$ cat src/rtl/pwb_pkg.sv
// Shared types for the peripheral posted-write buffer: drain FSM encoding and
// queue-entry sizing.
package pwb_pkg;

  typedef enum logic [2:0] {
    ST_IDLE    = 3'd0,
    ST_W_ISSUE = 3'd1,
    ST_W_WAIT  = 3'd2,
    ST_R_ISSUE = 3'd3,
    ST_R_WAIT  = 3'd4
  } pwb_state_e;

  // A queue entry packs {addr, data}, address in the upper bits.
  function automatic int entry_width(input int aw, input int dw);
    return aw + dw;
  endfunction

endpackage

$ cat src/rtl/pwb_fifo.sv
// Circular FIFO holding posted writes; head is the oldest entry, count is
// registered so full/empty carry no combinational path from push/pop.
module pwb_fifo #(
  parameter int DEPTH = 4,
  parameter int WIDTH = 64
) (
  input  logic                   clk,
  input  logic                   rst_n,
  input  logic                   push,
  input  logic [WIDTH-1:0]       wdata,
  input  logic                   pop,
  output logic [WIDTH-1:0]       head,
  output logic [$clog2(DEPTH):0] count,
  output logic                   full,
  output logic                   empty
);
  localparam int PW = $clog2(DEPTH);
  localparam int CW = PW + 1;

  logic [DEPTH-1:0][WIDTH-1:0] mem;
  logic [PW-1:0]               wr_ptr, rd_ptr;
  logic                        do_push, do_pop;

  // A push into a full queue is legal when the head leaves in the same cycle.
  assign do_pop  = pop && !empty;
  assign do_push = push && (!full || do_pop);
  assign full    = (count == CW'(DEPTH));
  assign empty   = (count == '0);
  assign head    = mem[rd_ptr];

  always_ff @(posedge clk or negedge rst_n) begin
    if (!rst_n) begin
      wr_ptr <= '0;
      rd_ptr <= '0;
      count  <= '0;
    end else begin
      if (do_push) wr_ptr <= wr_ptr + PW'(1);
      if (do_pop)  rd_ptr <= rd_ptr + PW'(1);
      count <= count + CW'(do_push) - CW'(do_pop);
    end
  end

  always_ff @(posedge clk) begin
    if (do_push) mem[wr_ptr] <= wdata;
  end

endmodule

$ cat src/rtl/periph_write_buffer.sv
// Posted-write buffer: stores are acked once queued; reads wait for the queue
// to drain so AXI sees the same order the CPU issued.
module periph_write_buffer
  import pwb_pkg::*;
#(
  parameter int DEPTH      = 4,
  parameter int ADDR_WIDTH = 32,
  parameter int DATA_WIDTH = 32
) (
  input  logic                  Clk,
  input  logic                  Rst,
  input  logic [ADDR_WIDTH-1:0] U_Addr,
  input  logic [DATA_WIDTH-1:0] U_WriteData,
  input  logic                  U_StartWrite,
  input  logic                  U_StartRead,
  output logic                  U_WriteCompleted,
  output logic                  U_ReadCompleted,
  output logic [DATA_WIDTH-1:0] U_ReadData,
  output logic [ADDR_WIDTH-1:0] D_Addr,
  output logic [DATA_WIDTH-1:0] D_WriteData,
  output logic                  D_StartWrite,
  output logic                  D_StartRead,
  input  logic                  D_WriteCompleted,
  input  logic                  D_ReadCompleted,
  input  logic [DATA_WIDTH-1:0] D_ReadData,
  output logic                  Full,
  output logic                  Empty
);
  localparam int EW = entry_width(ADDR_WIDTH, DATA_WIDTH);
  localparam int CW = $clog2(DEPTH) + 1;

  pwb_state_e            state_q, state_d;
  logic                  pend_wr_vld, pend_rd_vld, up_free;
  logic [ADDR_WIDTH-1:0] pend_wr_addr, pend_rd_addr;
  logic [DATA_WIDTH-1:0] pend_wr_data;
  logic                  push, pop, rd_done, fifo_full, fifo_empty, has_entry;
  logic [EW-1:0]         head;
  logic [CW-1:0]         fifo_count;

  assign up_free   = !pend_wr_vld && !pend_rd_vld;
  assign pop       = (state_q == ST_W_WAIT) && D_WriteCompleted;
  assign rd_done   = (state_q == ST_R_WAIT) && D_ReadCompleted;
  assign push      = pend_wr_vld && (!fifo_full || pop);
  assign has_entry = (fifo_count != '0);

  pwb_fifo #(.DEPTH(DEPTH), .WIDTH(EW)) u_fifo (
    .clk   (Clk),
    .rst_n (Rst),
    .push  (push),
    .wdata ({pend_wr_addr, pend_wr_data}),
    .pop   (pop),
    .head  (head),
    .count (fifo_count),
    .full  (fifo_full),
    .empty (fifo_empty)
  );

  assign Full  = fifo_full;
  assign Empty = fifo_empty;

  // One request at a time upstream; a write strobe wins over a coincident read.
  always_ff @(posedge Clk or negedge Rst) begin
    if (!Rst) begin
      pend_wr_vld  <= 1'b0;
      pend_rd_vld  <= 1'b0;
      pend_wr_addr <= '0;
      pend_wr_data <= '0;
      pend_rd_addr <= '0;
    end else begin
      if (up_free && U_StartWrite) begin
        pend_wr_vld  <= 1'b1;
        pend_wr_addr <= U_Addr;
        pend_wr_data <= U_WriteData;
      end else if (push) begin
        pend_wr_vld  <= 1'b0;
      end
      if (up_free && U_StartRead && !U_StartWrite) begin
        pend_rd_vld  <= 1'b1;
        pend_rd_addr <= U_Addr;
      end else if (rd_done) begin
        pend_rd_vld  <= 1'b0;
      end
    end
  end

  always_comb begin
    state_d = state_q;
    unique case (state_q)
      ST_IDLE: begin
        if (has_entry)        state_d = ST_W_ISSUE;
        else if (pend_rd_vld) state_d = ST_R_ISSUE;
      end
      ST_W_ISSUE: state_d = ST_W_WAIT;
      ST_W_WAIT:  if (D_WriteCompleted) state_d = ST_IDLE;
      ST_R_ISSUE: state_d = ST_R_WAIT;
      ST_R_WAIT:  if (D_ReadCompleted) state_d = ST_IDLE;
      default:    state_d = ST_IDLE;
    endcase
  end

  assign D_StartWrite = (state_q == ST_W_ISSUE);
  assign D_StartRead  = (state_q == ST_R_ISSUE);

  // Downstream address/data are loaded on leaving IDLE and held through WAIT.
  always_ff @(posedge Clk or negedge Rst) begin
    if (!Rst) begin
      state_q          <= ST_IDLE;
      D_Addr           <= '0;
      D_WriteData      <= '0;
      U_WriteCompleted <= 1'b0;
      U_ReadCompleted  <= 1'b0;
      U_ReadData       <= '0;
    end else begin
      state_q          <= state_d;
      U_WriteCompleted <= push;
      U_ReadCompleted  <= rd_done;
      if (rd_done) U_ReadData <= D_ReadData;
      if (state_q == ST_IDLE) begin
        if (has_entry)        {D_Addr, D_WriteData} <= head;
        else if (pend_rd_vld) D_Addr <= pend_rd_addr;
      end
    end
  end

endmodule

$ cat config.mk
export PLATFORM = sky130hd
export DESIGN_NAME = periph_write_buffer
export DESIGN_NICKNAME = d
export VERILOG_FILES = /design/src/rtl/pwb_pkg.sv /design/src/rtl/pwb_fifo.sv /design/src/rtl/periph_write_buffer.sv
export SDC_FILE = /design/constraint.sdc
export NUM_CORES = 1
export LEC_CHECK = 0
export BUFFER_PORTS_ARGS = -buffer_cell sky130_fd_sc_hd__buf_2
export CORE_MARGIN = 2
export CORE_UTILIZATION = 35
export CTS_CLUSTER_SIZE = 28
export DETAILED_ROUTE_END_ITERATION = 16
export RECOVER_POWER = 100
export SETUP_SLACK_MARGIN = 0.02
export SLEW_MARGIN = 0
export SYNTH_ARGS = -nofsm -noshare
export SYNTH_HDL_FRONTEND = slang
export SYNTH_SLANG_ARGS = --single-unit
$ cat constraint.sdc
create_clock -name Clk -period 3.37 [get_ports Clk]
set_input_delay 0.5055 -clock Clk [delete_from_list [all_inputs] [get_ports Clk]]
set_output_delay 0.5055 -clock Clk [all_outputs]
set_load 0.005 [all_outputs]
# After elaboration in Yosys (flattened, before gate mapping)

Cells that the tools add are included.

Bits in registers: 462
Word-level logic and storage cells: 75
Output and inout port bits: 102

Equality and inequality tests: 8
Multiplexer cells: 16
Reductions and logical operators: 26
$add $sub $neg: 4
Magnitude comparators: 3

Operator list:

| cell                | number |
|---|---|
| $bwmux 256          | 1 |
| $bmux 64 s2         | 1 |
| $demux 64 s2        | 1 |
| $mux 64             | 2 |
| $mux 32             | 2 |
| $pmux 3 s5          | 1 |
| $mux 3              | 4 |
| $logic_and 1x1->1   | 10 |
| $eq 3x2->1 const B  | 2 |
| $eq 3x3->1 const B  | 2 |
| $logic_not 3->1     | 2 |
| $lt 2x3->1 const B  | 2 |
| $reduce_bool 2->1   | 3 |
| $logic_not 1->1     | 5 |
| $add 2x1->2 const B | 2 |
| $mux 1              | 4 |
| $ne 2x2->1 const B  | 2 |
| $reduce_and 2->1    | 2 |
| $add 3x1->3         | 1 |
| $eq 3x1->1 const B  | 1 |
| $ne 3x3->1 const B  | 1 |
| $reduce_and 3->1    | 1 |
| $reduce_bool 3->1   | 1 |
| $sub 3x1->3         | 1 |
| 2 further kinds     | 3 |

# Logic depth before layout (Yosys ltp)

Gate-level depths: netlist (run 1).

Depth in word-level cells: 7
Mapped depth: 8
Mapped depth without buffers: 8

# Cells and area by module

A second synthesis (run 1) with hierarchy kept.

Cells, all modules: 846
Area, all modules: 17307.8 um^2

Modules (own cells, without submodules):

| module              | cells an instance | area an instance (um^2) | instances | sequential area each (um^2) |
|---|---|---|---|---|
| pwb_fifo            | 370               | 9635.5                  | 1         | 7862.5 |
| periph_write_buffer | 476               | 7672.4                  | 1         | 4979.8 |

# Worst setup path before layout (run 1)

No wires, ideal clock.

Path type: register to register
Start point: reg state_q[2]
End point: reg u_fifo.mem[0] in the netlist's numbering, enable pin
Path slack: 400 ps
Data arrival time: 2541 ps
Cell stages (with the launch flop): 4
Required time: 2941 ps
Path buffers: 0
Path through: dfrtp_1 nand4bb_1 a21boi_2 and2_1

Word-level cells in the longest chain between the ends: 5
Elaborated cells between the ends (all ways): 7
Classes of those cells: eq/ne: 1; reduce/logical: 6

Ends and longest elaborated chain:

| item                            | RTL line                   | source |
|---|---|---|
| from (decl)                     | periph_write_buffer.sv:32  | `pwb_state_e state_q, state_d;` |
| from (signal assigned)          | periph_write_buffer.sv:114 | `state_q <= state_d;` |
| $eq 3x2->1                      | periph_write_buffer.sv:41  | `assign pop = (state_q == ST_W_WAIT) && D_WriteCompleted;` |
| $logic_and 1x1->1               | periph_write_buffer.sv:41  |  |
| $logic_or 1x1->1                | periph_write_buffer.sv:43  | `assign push = pend_wr_vld && (!fifo_full \|\| pop);` |
| $logic_and 1x1->1               | periph_write_buffer.sv:43  |  |
| via push                        | periph_write_buffer.sv:36  | `logic push, pop, rd_done, fifo_full, fifo_empty, has_entry;` |
| $logic_and 1x1->1               | pwb_fifo.sv:26             | `assign do_push = push && (!full \|\| do_pop);` |
| to (signal, indexed assignment) | pwb_fifo.sv:44             | `if (do_push) mem[wr_ptr] <= wdata;` |
| to (decl)                       | pwb_fifo.sv:20             | `logic [DEPTH-1:0][WIDTH-1:0] mem;` |

The timed path passes the listed nets, and every way through them passes these cells.
A chain may end at the register's enable or synchronous reset.

# Worst setup path after layout (run 1)

Start point: reg state_q[2]
End point: reg u_fifo.mem[253] in the netlist's numbering, enable pin

Same word-level chain as after synthesis.

==> impl_metrics.tcl, run 1 <==
set metrics [dict create \
    grt_max_degree 81 \
    synthTopCellsByCount "256 x edfxtp_1, 206 x dfrtp_1, 98 x mux2_2" \
    stdcell_area_mm2 0.0206 \
    slew_viol_final 34 \
    hpwlAfterDp_mm 23.5 \
    fmax_ghz 0.363 \
    dieArea_mm2 0.0517 \
    tightest_slew_ns 1.51 \
    synth_area_mm2 0.0175 \
    cap_violations 1 \
    drive_gt1_share_pct 36.4 \
    async_flop_share_pct 44.6 \
    cts_sinks 462 \
    gp_congestion 0.694 \
    area_delta_synth_final_pct 17.7 \
    critPathKind "flip-flop to flip-flop" \
    yosys_most_used_dff "edfxtp_1" \
    min_period_ns 2.76 \
    crit_path_end_kind "flip-flop" \
    first_global_vias 9014 \
    cts_made_buffers 48 \
    routedWlPerCell_um 21.0 \
    io_pins 204 \
    synth_seq_area_share_pct 73.5 \
    pre_cts_ws_ns 0.919 \
    drt_iter0_markers 497 \
    drt-pass1-iter-count 4 \
    max_slew_margin_pct -0.674 \
    die_h_um 227 \
    final_hold_viol_count 0 \
    start_util_pct 35.6 \
    post_cts_buffers 0 \
    min_period_over_period_pct 81.8 \
    cts_resized 0 \
    netlist_instances 844 \
    cts_root_buf "clkbuf_16" \
    synth.top_cell.area_share_pct 44.0 \
    synth-edff-count 256 \
    cp_num_buf_inv 1 \
    ant_nets 0 \
    violations "capacitance limit, slew limit" \
    grt_pass1_wl_mm 56.7 \
    gr-total-overflow 0 \
    post-route-util_pct 41.8 \
    placed_area_mm2 0.0193 \
    critPathSlowestCell "a21boi_0" \
    cts.clk_slew.worst_paths_ns 0.06 \
    clk_latency_ns 0.58 \
    viasPerCell 4.81 \
    drc 0 \
    grt_antenna_before_repair 4 \
    hold_path.class "input port to flip-flop" \
    vias 8554 \
    tns_ns 0 \
    rows 81 \
    rsz0062_at_grt "no" \
    grt_use_total_pct 14.7 \
    clock_skew_ns 0.0168 \
    synthesis.nets 953 \
    p_leak_nw 7.63 \
    startpoint_type "flip-flop" \
    core_area_mm2 0.0492 \
    crit_path_max_incr_delay_ns 0.72 \
    vdd_drop_max_uv 425 \
    cp.required_ns 3.63 \
    port_buffers 203 \
    tritoncts "done" \
    die_w_um 227 \
    worst_slack_ns 0.615 \
    postCtsHoldBufs 1 \
    critPathArrivalTime_ns 3.02 \
    synth_seq_cells 462 \
    crit_family "simple AND/OR/NAND/NOR gates" \
    finalNetCount 1182 \
    setup_viol 0 \
    yosys_warnings 0 \
    cts_buffer_depth 3 \
    wl_mm 37.4 \
    synth_area_leader_cell "edfxtp_1" \
    cts_max_level 2 \
    status "complete, but fails checks" \
    synthTopCellsByArea "edfxtp_1 44%, dfrtp_1 29%, mux4_2 8.2%, mux2_2 6.3%, mux2_4 2.6%" \
    syn_avg_cell_area_um2 20.7 \
    powerDensity_mw_per_mm2 959 \
    yosysMostFrequentCell "edfxtp_1" \
    worstPathMaxFanout 31 \
    cp_cell_sequence "nand4bb_1 > a21boi_0 > and2_4 > buf_4" \
    synth_cell_types 40 \
]
[through the flow]
stage	power, mW	hold slack, ns	cells
after floorplan	13.2	0.210	844
after global placement	15.1	0.465	1686
after detailed placement	15.3	0.470	1686
after CTS	20.5	0.109	1777
after global routing	20.8	0.122	1777
final	19.7	0.151	1778
[final cells by class]
type	count	area, µm²
antenna	1	2.50
sequential	462	12800
fill	4433	28600
clock inverter	23	169
tap	664	831
inverter	8	30.0
multi-input combinational	329	4180
clock buffer	67	1380
timing repair buffer	224	1120
[layer usage]
layer	GRT usage (%)	wire [µm]	vias up
met5	0	40	-
met4	4.76	864	6
met3	3.43	1820	65
met2	23.4	17800	170
met1	20.1	16800	4513
li1	-	-	3800
[final timing paths]
| path | startpoint | end | slack, ns | depth (start not counted) |
|---|---|---|---|---|
| setup / recovery | state_q[2] | u_fifo.mem[253] | 0.61 | 4 |
| hold / removal | D_ReadData[7] | U_ReadData[7] | 0.15 | 2 |
| setup reg to reg | state_q[2] | u_fifo.mem[253] | 0.61 | 4 |
| hold reg to reg | U_ReadData[3] | U_ReadData[3] | 0.48 | 1 |
| max in group asynchronous | Rst | D_Addr[25] | 1.01 | 3 |
| min in group asynchronous | Rst | U_ReadData[20] | 0.55 | 2 |
[layout by cell type (no fill, tap or decap), drive strengths merged]
| cell type | instances |
|---|---|
| a21boi | 3 |
| a21o | 1 |
| a21oi | 1 |
| a2bb2oi | 32 |
| a31o | 1 |
| and2 | 4 |
| and3 | 1 |
| buf | 145 |
| bufinv | 2 |
| clkbuf | 145 |
| clkinv | 17 |
| clkinvlp | 2 |
| dfrtp | 206 |
| diode | 1 |
| dlygate4sd3 | 1 |
| edfxtp | 256 |
| fa | 1 |
| ha | 6 |
| inv | 10 |
| mux2 | 161 |
| mux4 | 64 |
| nand2 | 1 |
| nand3b | 1 |
| nand4bb | 1 |
| nor2 | 2 |
| nor2b | 1 |
| nor3 | 3 |
| nor3b | 4 |
| nor4b | 1 |
| o21bai | 2 |
| o22ai | 32 |
| or4b | 1 |
| xnor2 | 3 |
| xor2 | 2 |
[kinds of logic (layout without fill, tap and decap cells)]
logic type | Yosys count | after routing | synth area share, %
xor gates and xnor gates | 5 | 5 | 0.251
DFF | 462 | 462 | 73.5
and+or+nand+nor | 20 | 20 | 0.959
adders and majority gates | 7 | 7 | 0.544
other | 0 | 1 | 0
AOI/OAI and AO/OA | 72 | 72 | 3.77
buffers and inverters | 53 | 322 | 1.72
muxes | 225 | 225 | 19.3
[registers in the layout, summed over array words and instances, names as in the netlist]
| name | cells |
|---|---|
| D_Addr | 32 |
| D_WriteData | 32 |
| U_ReadCompleted | 1 |
| U_ReadData | 32 |
| U_WriteCompleted | 1 |
| pend_rd_addr | 32 |
| pend_rd_vld | 1 |
| pend_wr_addr | 32 |
| pend_wr_data | 32 |
| pend_wr_vld | 1 |
| state_q | 3 |
| u_fifo.count | 3 |
| u_fifo.mem | 256 |
| u_fifo.rd_ptr | 2 |
| u_fifo.wr_ptr | 2 |
[power by group]
part           switching, mW  internal (mW)  leakage [nW]  total (mW)
Clock                   2.14           3.02         0.760        5.16
Combinational           2.31           2.72          2.12        5.03
Sequential              1.42           8.12          4.75        9.54
Total                   5.87           13.9          7.63        19.7
Note: power is estimated with default switching activity, not from simulation.
==> run 2, diff against run 1 <==
Settings changed: ABC_AREA from default to 1.
Clock period 3.37 ns to 2.32 ns, I/O delays scaled along.
==> run 2 against run 1 <==
  * The flow still finishes with violations (capacitance limit, slew limit)
  * Area after synthesis grew 3.7%
  * Sequential share of layout area shrank 4.1 points
  * Hold slack lost 0.11 ns
  * Largest cell class unchanged
  * Final area grew 7.0%
  * Critical endpoint is now u_fifo.mem[38]
==> impl_metrics.tcl, run 2 <==
set metrics [dict create \
    status "complete, but fails checks" \
    violations "capacitance limit, slew limit" \
    area_delta_synth_final_pct 21.4 \
    ant_nets 0 \
    viasPerCell 4.60 \
    synthMuxAreaShare_pct 0 \
    regMostFlops "u_fifo.mem" \
    critPathKind "flip-flop to flip-flop" \
    stdcell_area_mm2 0.0220 \
    cts_made_buffers 49 \
    yosys_most_used_dff "edfxtp_1" \
    synthTopCellsByCount "657 x nand2_1, 256 x edfxtp_1, 206 x dfrtp_1" \
    first_global_vias 12600 \
    grt_antenna_before_repair 0 \
    io_pins 204 \
    synthTopCellsByArea "edfxtp_1 42%, dfrtp_1 28%, nand2_1 14%, nor2_1 4.2%, nand3_1 2.9%" \
    postCtsHoldBufs 53 \
    min_period_over_period_pct 89.4 \
    powerDensity_mw_per_mm2 1350 \
    vdd_drop_max_uv 671 \
    layout_commonest_cell "nand2_1" \
    drc 0 \
    synth_top_family_by_area "simple AND/OR/NAND/NOR gates" \
    rsz0062_at_grt "no" \
    synth_seq_cells 462 \
    grt_use_total_pct 16.1 \
    dieArea_mm2 0.0536 \
    vias 12400 \
    startpoint_type "flip-flop" \
    synth_cell_types 25 \
    synth.top_cell.area_share_pct 42.4 \
    syn_avg_cell_area_um2 10.5 \
    async_flop_share_pct 44.6 \
    drive_gt1_share_pct 13.8 \
    setup_viol 0 \
    fillerInstances 4891 \
    grt_max_degree 132 \
    cts_root_buf "clkbuf_16" \
    cap_violations 1 \
    synth_xor_area_share_pct 0.0966 \
    wl_mm 42.5 \
    max_slew_margin_pct -17.8 \
    gp_congestion 0.738 \
    synthSimpleGateAreaFrac_pct 21.1 \
    gr-total-overflow 0 \
    clk_latency_ns 0.59 \
    power.total_mw 29.7 \
    synth_area_leader_cell "edfxtp_1" \
    tightest_slew_ns 1.77 \
    placed_area_mm2 0.0201 \
    post_cts_buffers 0 \
    routedWlPerCell_um 15.7 \
    final_hold_viol_count 0 \
    layout_common_cells "653 x nand2_1, 256 x edfxtp_1, 204 x dfrtp_1" \
    die_w_um 232 \
    p_leak_nw 9.86 \
    min_from "U_WriteData[9]" \
    synthesis.nets 1835 \
    hold_path.class "input port to flip-flop" \
    min_path_cells 3 \
    netlist_instances 1726 \
    slew_viol_final 56 \
    pre_cts_ws_ns 0.307 \
    worstPathMaxFanout 32 \
    ff2ff_path_depth 6 \
    cts_resized 0 \
    grt_pass1_wl_mm 67.8 \
    core_area_mm2 0.0513 \
    synth-compound-area-share_pct 3.62 \
    fmax_ghz 0.482 \
    synth-edff-count 256 \
    die_h_um 232 \
    min_period_ns 2.07 \
    cts_buffer_depth 3 \
    largest_reg_flops 256 \
    worst_slack_ns 0.246 \
    tns_ns 0 \
    port_buffers 203 \
    start_util_pct 35.3 \
    holdWs_ns 0.0403 \
    cts_sinks 462 \
    drt_iter0_markers 777 \
    synth_area_mm2 0.0181 \
    finalNetCount 2087 \
    rows 83 \
    yosys_warnings 0 \
    drt-pass1-iter-count 5 \
    critPathLaunch "state_q[0]" \
    cts.clk_slew.worst_paths_ns 0.06 \
    crit_path_end_kind "flip-flop" \
    critPathArrivalTime_ns 2.28 \
    hpwlAfterDp_mm 24.8 \
    synth_fa_ha_area_share_pct 0.524 \
    tritoncts "done" \
    synth_seq_area_share_pct 70.8 \
    diodes 0 \
    cp.required_ns 2.53 \
    cts_max_level 2 \
    yosysMostFrequentCell "nand2_1" \
    clock_skew_ns 0.0154 \
    reg2reg_from "state_q[0]" \
]
## run 2: changes by cell type after synthesis, moves of 64 or more
cell	before	now
mux2_2	98	0
mux4_2	64	0
nand2_1	1	657
nand3_1	0	105
nor2_1	2	202
o21ai_0	0	101
## run 2: metal layers
layer  part of all wire [%]  track usage (%)  wire length [µm]
met5                      0                0                 0
met4                    2.2             4.99               913
met3                    5.0             2.84              2140
met2                     49             27.4             20800
met1                     44             20.9             18600
## run 2: logic make-up after synthesis
logic type | Yosys count
adders and majority gates | 7
DFF | 462
AOI/OAI and AO/OA | 131
and+or+nand+nor | 974
xor gates and xnor gates | 2
buffers and inverters | 150
## run 2: worst paths after layout
path / to / slack, ns
max: u_fifo.mem[38] / 0.25
min: pend_wr_data[9] / 0.04
max reg2reg: u_fifo.mem[38] / 0.25
min reg2reg: D_Addr[1] / 0.48
max in group asynchronous: pend_wr_data[0] / 0.43
min in group asynchronous: D_Addr[10] / 0.77
## run 2: area by class of cell
| cell class | instances | area [µm²] | share of cell area [%] |
|---|---|---|---|
| tap | 680 | 851 | 3.87 |
| inverter | 57 | 216 | 0.984 |
| timing repair buffer | 294 | 1860 | 8.47 |
| clock inverter | 30 | 248 | 1.13 |
| clock buffer | 62 | 1350 | 6.12 |
| multi-input combinational | 1114 | 4630 | 21.0 |
| sequential | 462 | 12800 | 58.4 |
## run 2: worst max-delay path, stage by stage, from the launching register on
cell	delay, ns
dfrtp_1	0.41
nor2_1	0.15
nand3_1	0.16
nand2_1	0.18
nand2_4	0.14
nor2_4	0.13
clkbuf_4	0.51
## run 2: through the flow
stage	std cells	utilization, %
finish	2699	42.9
global route	2699	42.9
CTS	2699	43.3
detailed placement	2554	39.2
global placement	2554	39.2
floorplan	1726	-
## run 2: where the power goes
part | internal, mW | total, mW | switching [mW]
clock network | 4.38 | 7.65 | 3.27
logic | 3.01 | 8.90 | 5.89
registers | 11.7 | 13.1 | 1.48
==> run 3, diff against run 2 <==
Settings changed: MAX_ROUTING_LAYER from default to met4.
==> run 3 against run 2 <==
  * The run still ends with capacitance limit, slew limit left
  * Sequential share of layout area unchanged
  * Clock skew up 0.0015 ns
  * Worst setup slack got worse by 0.0029 ns
  * Critical endpoint is now u_fifo.mem[102]
==> impl_metrics.tcl, run 3 (same netlist as run 2, synthesis figures left out) <==
set metrics [dict create \
    status "complete, but fails checks" \
    violations "capacitance limit, slew limit" \
    reg2reg_from "state_q[0]" \
    grt_util_met3_pct 2.72 \
    vias 12400 \
    powerDensity_mw_per_mm2 1350 \
    largest_reg_flops 256 \
    drive_gt1_share_pct 13.8 \
    clk_latency_ns 0.59 \
    die_w_um 232 \
    tritoncts "done" \
    core_area_mm2 0.0513 \
    routedWlPerCell_um 15.7 \
    critPathKind "flip-flop to flip-flop" \
    slew_viol_final 56 \
    vdd_drop_max_uv 669 \
    grt_max_degree 132 \
    max_slew_margin_pct -18.4 \
    viasPerCell 4.60 \
    drc 0 \
    die_h_um 232 \
    min_period_over_period_pct 89.5 \
    min_path_cells 3 \
    hold_path.class "input port to flip-flop" \
    start_util_pct 35.3 \
    placed_area_mm2 0.0201 \
    cts_root_buf "clkbuf_16" \
    ff2ff_path_depth 6 \
    fillerInstances 4891 \
    area_delta_synth_final_pct 21.4 \
    clock_skew_ns 0.0169 \
    holdWs_ns 0.0401 \
    first_global_vias 12600 \
    dieArea_mm2 0.0536 \
    rsz0062_at_grt "no" \
    setup_viol 0 \
    grt_use_total_pct 16.6 \
    postCtsHoldBufs 53 \
    wl_mm 42.4 \
    p_leak_nw 9.86 \
    io_pins 204 \
    final_hold_viol_count 0 \
    met1_usage_pct 20.9 \
    hpwlAfterDp_mm 24.8 \
    cp.required_ns 2.53 \
    cts_resized 0 \
    reg2reg_to "u_fifo.mem[102]" \
    grt_most_used_layer "met2" \
    cp_cell_sequence "nor2_1 > nand3_1 > nand2_1 > nand2_4 > nor2_4 > buf_4" \
    tns_ns 0 \
    stdcell_area_mm2 0.0220 \
    fmax_ghz 0.481 \
    crit_path_end_kind "flip-flop" \
    multiInputGateArea_mm2 0.00463 \
    cap_violations 1 \
    cts_made_buffers 49 \
    seq_area_mm2 0.0128 \
    drt_iter0_markers 799 \
    tightest_slew_ns 1.78 \
    port_buffers 203 \
    ff2ff_setup_slack_ns 0.24 \
    critPathSlowestCell "buf_4" \
    layout_common_cells "653 x nand2_1, 256 x edfxtp_1, 204 x dfrtp_1" \
    critPathArrivalTime_ns 2.28 \
    min_period_ns 2.08 \
    min_to "pend_wr_addr[10]" \
    regMostFlops "u_fifo.mem" \
    cts_max_level 2 \
    cts_buffer_depth 3 \
    post_cts_buffers 0 \
    gp_congestion 0.748 \
    grt_antenna_before_repair 0 \
    startpoint_type "flip-flop" \
    met2_usage_pct 27.4 \
    min_from "U_Addr[10]" \
    rows 83 \
    grt_pass1_wl_mm 67.8 \
    finalNetCount 2087 \
    layout_commonest_cell "nand2_1" \
    ant_nets 0 \
    cts_sinks 462 \
    diodes 0 \
    gr-total-overflow 0 \
    drt-pass1-iter-count 5 \
    cts.clk_slew.worst_paths_ns 0.06 \
    crit_path_max_incr_delay_ns 0.53 \
    worstPathMaxFanout 37 \
]
[run 3: stage by stage]
stage	std cells	util (%)	total power [mW]	setup WS (ns)
floorplan	1726	-	18.9	0.0323
global placement	2554	39.2	22.3	0.385
detailed placement	2554	39.2	22.6	0.307
CTS	2699	43.3	30.4	0.302
global route	2699	42.9	31.9	0.0975
finish	2699	42.9	29.7	0.243
[run 3: worst max-delay path: cells and delay by family, from the launching register on]
family	cells	cell delay, ns
simple gates	5	0.73
buf+inv	1	0.53
flops	1	0.41
[run 3: worst max path at each step]
stage                    start              end  slack (ns)  depth (start not counted)
floorplan           state_q[0]    u_fifo.mem[0]        0.03                          5
global placement    state_q[0]  u_fifo.count[1]        0.38                          7
detailed placement  state_q[0]  u_fifo.count[1]        0.31                          7
CTS                 state_q[0]  u_fifo.count[2]        0.30                          8
global route        state_q[0]  D_WriteData[23]         0.1                          6
finish              state_q[0]  u_fifo.mem[102]        0.24                          6
[run 3: cell type report]
| cell class | instances | area share [%] |
|---|---|---|
| clock buffers | 62 | 6.12 |
| clock inverters | 30 | 1.13 |
| inverters | 57 | 0.984 |
| multi-input cells | 1114 | 21.0 |
| flip-flops and latches | 462 | 58.4 |
| well taps | 680 | 3.87 |
| repair buffers | 294 | 8.47 |
[run 3: power breakdown]
group | switching [mW] | total, mW | internal [mW] | leakage, nW
combinational | 5.89 | 8.91 | 3.01 | 4.18
sequential | 1.48 | 13.1 | 11.7 | 4.90
clock | 3.27 | 7.65 | 4.38 | 0.789
total | 10.6 | 29.7 | 19.1 | 9.86
[run 3: layer usage]
metal	vias up	wire [µm]
li1	6122	-
met1	5967	18700
met2	279	20800
met3	55	2050
met4	0	886
met5	-	0
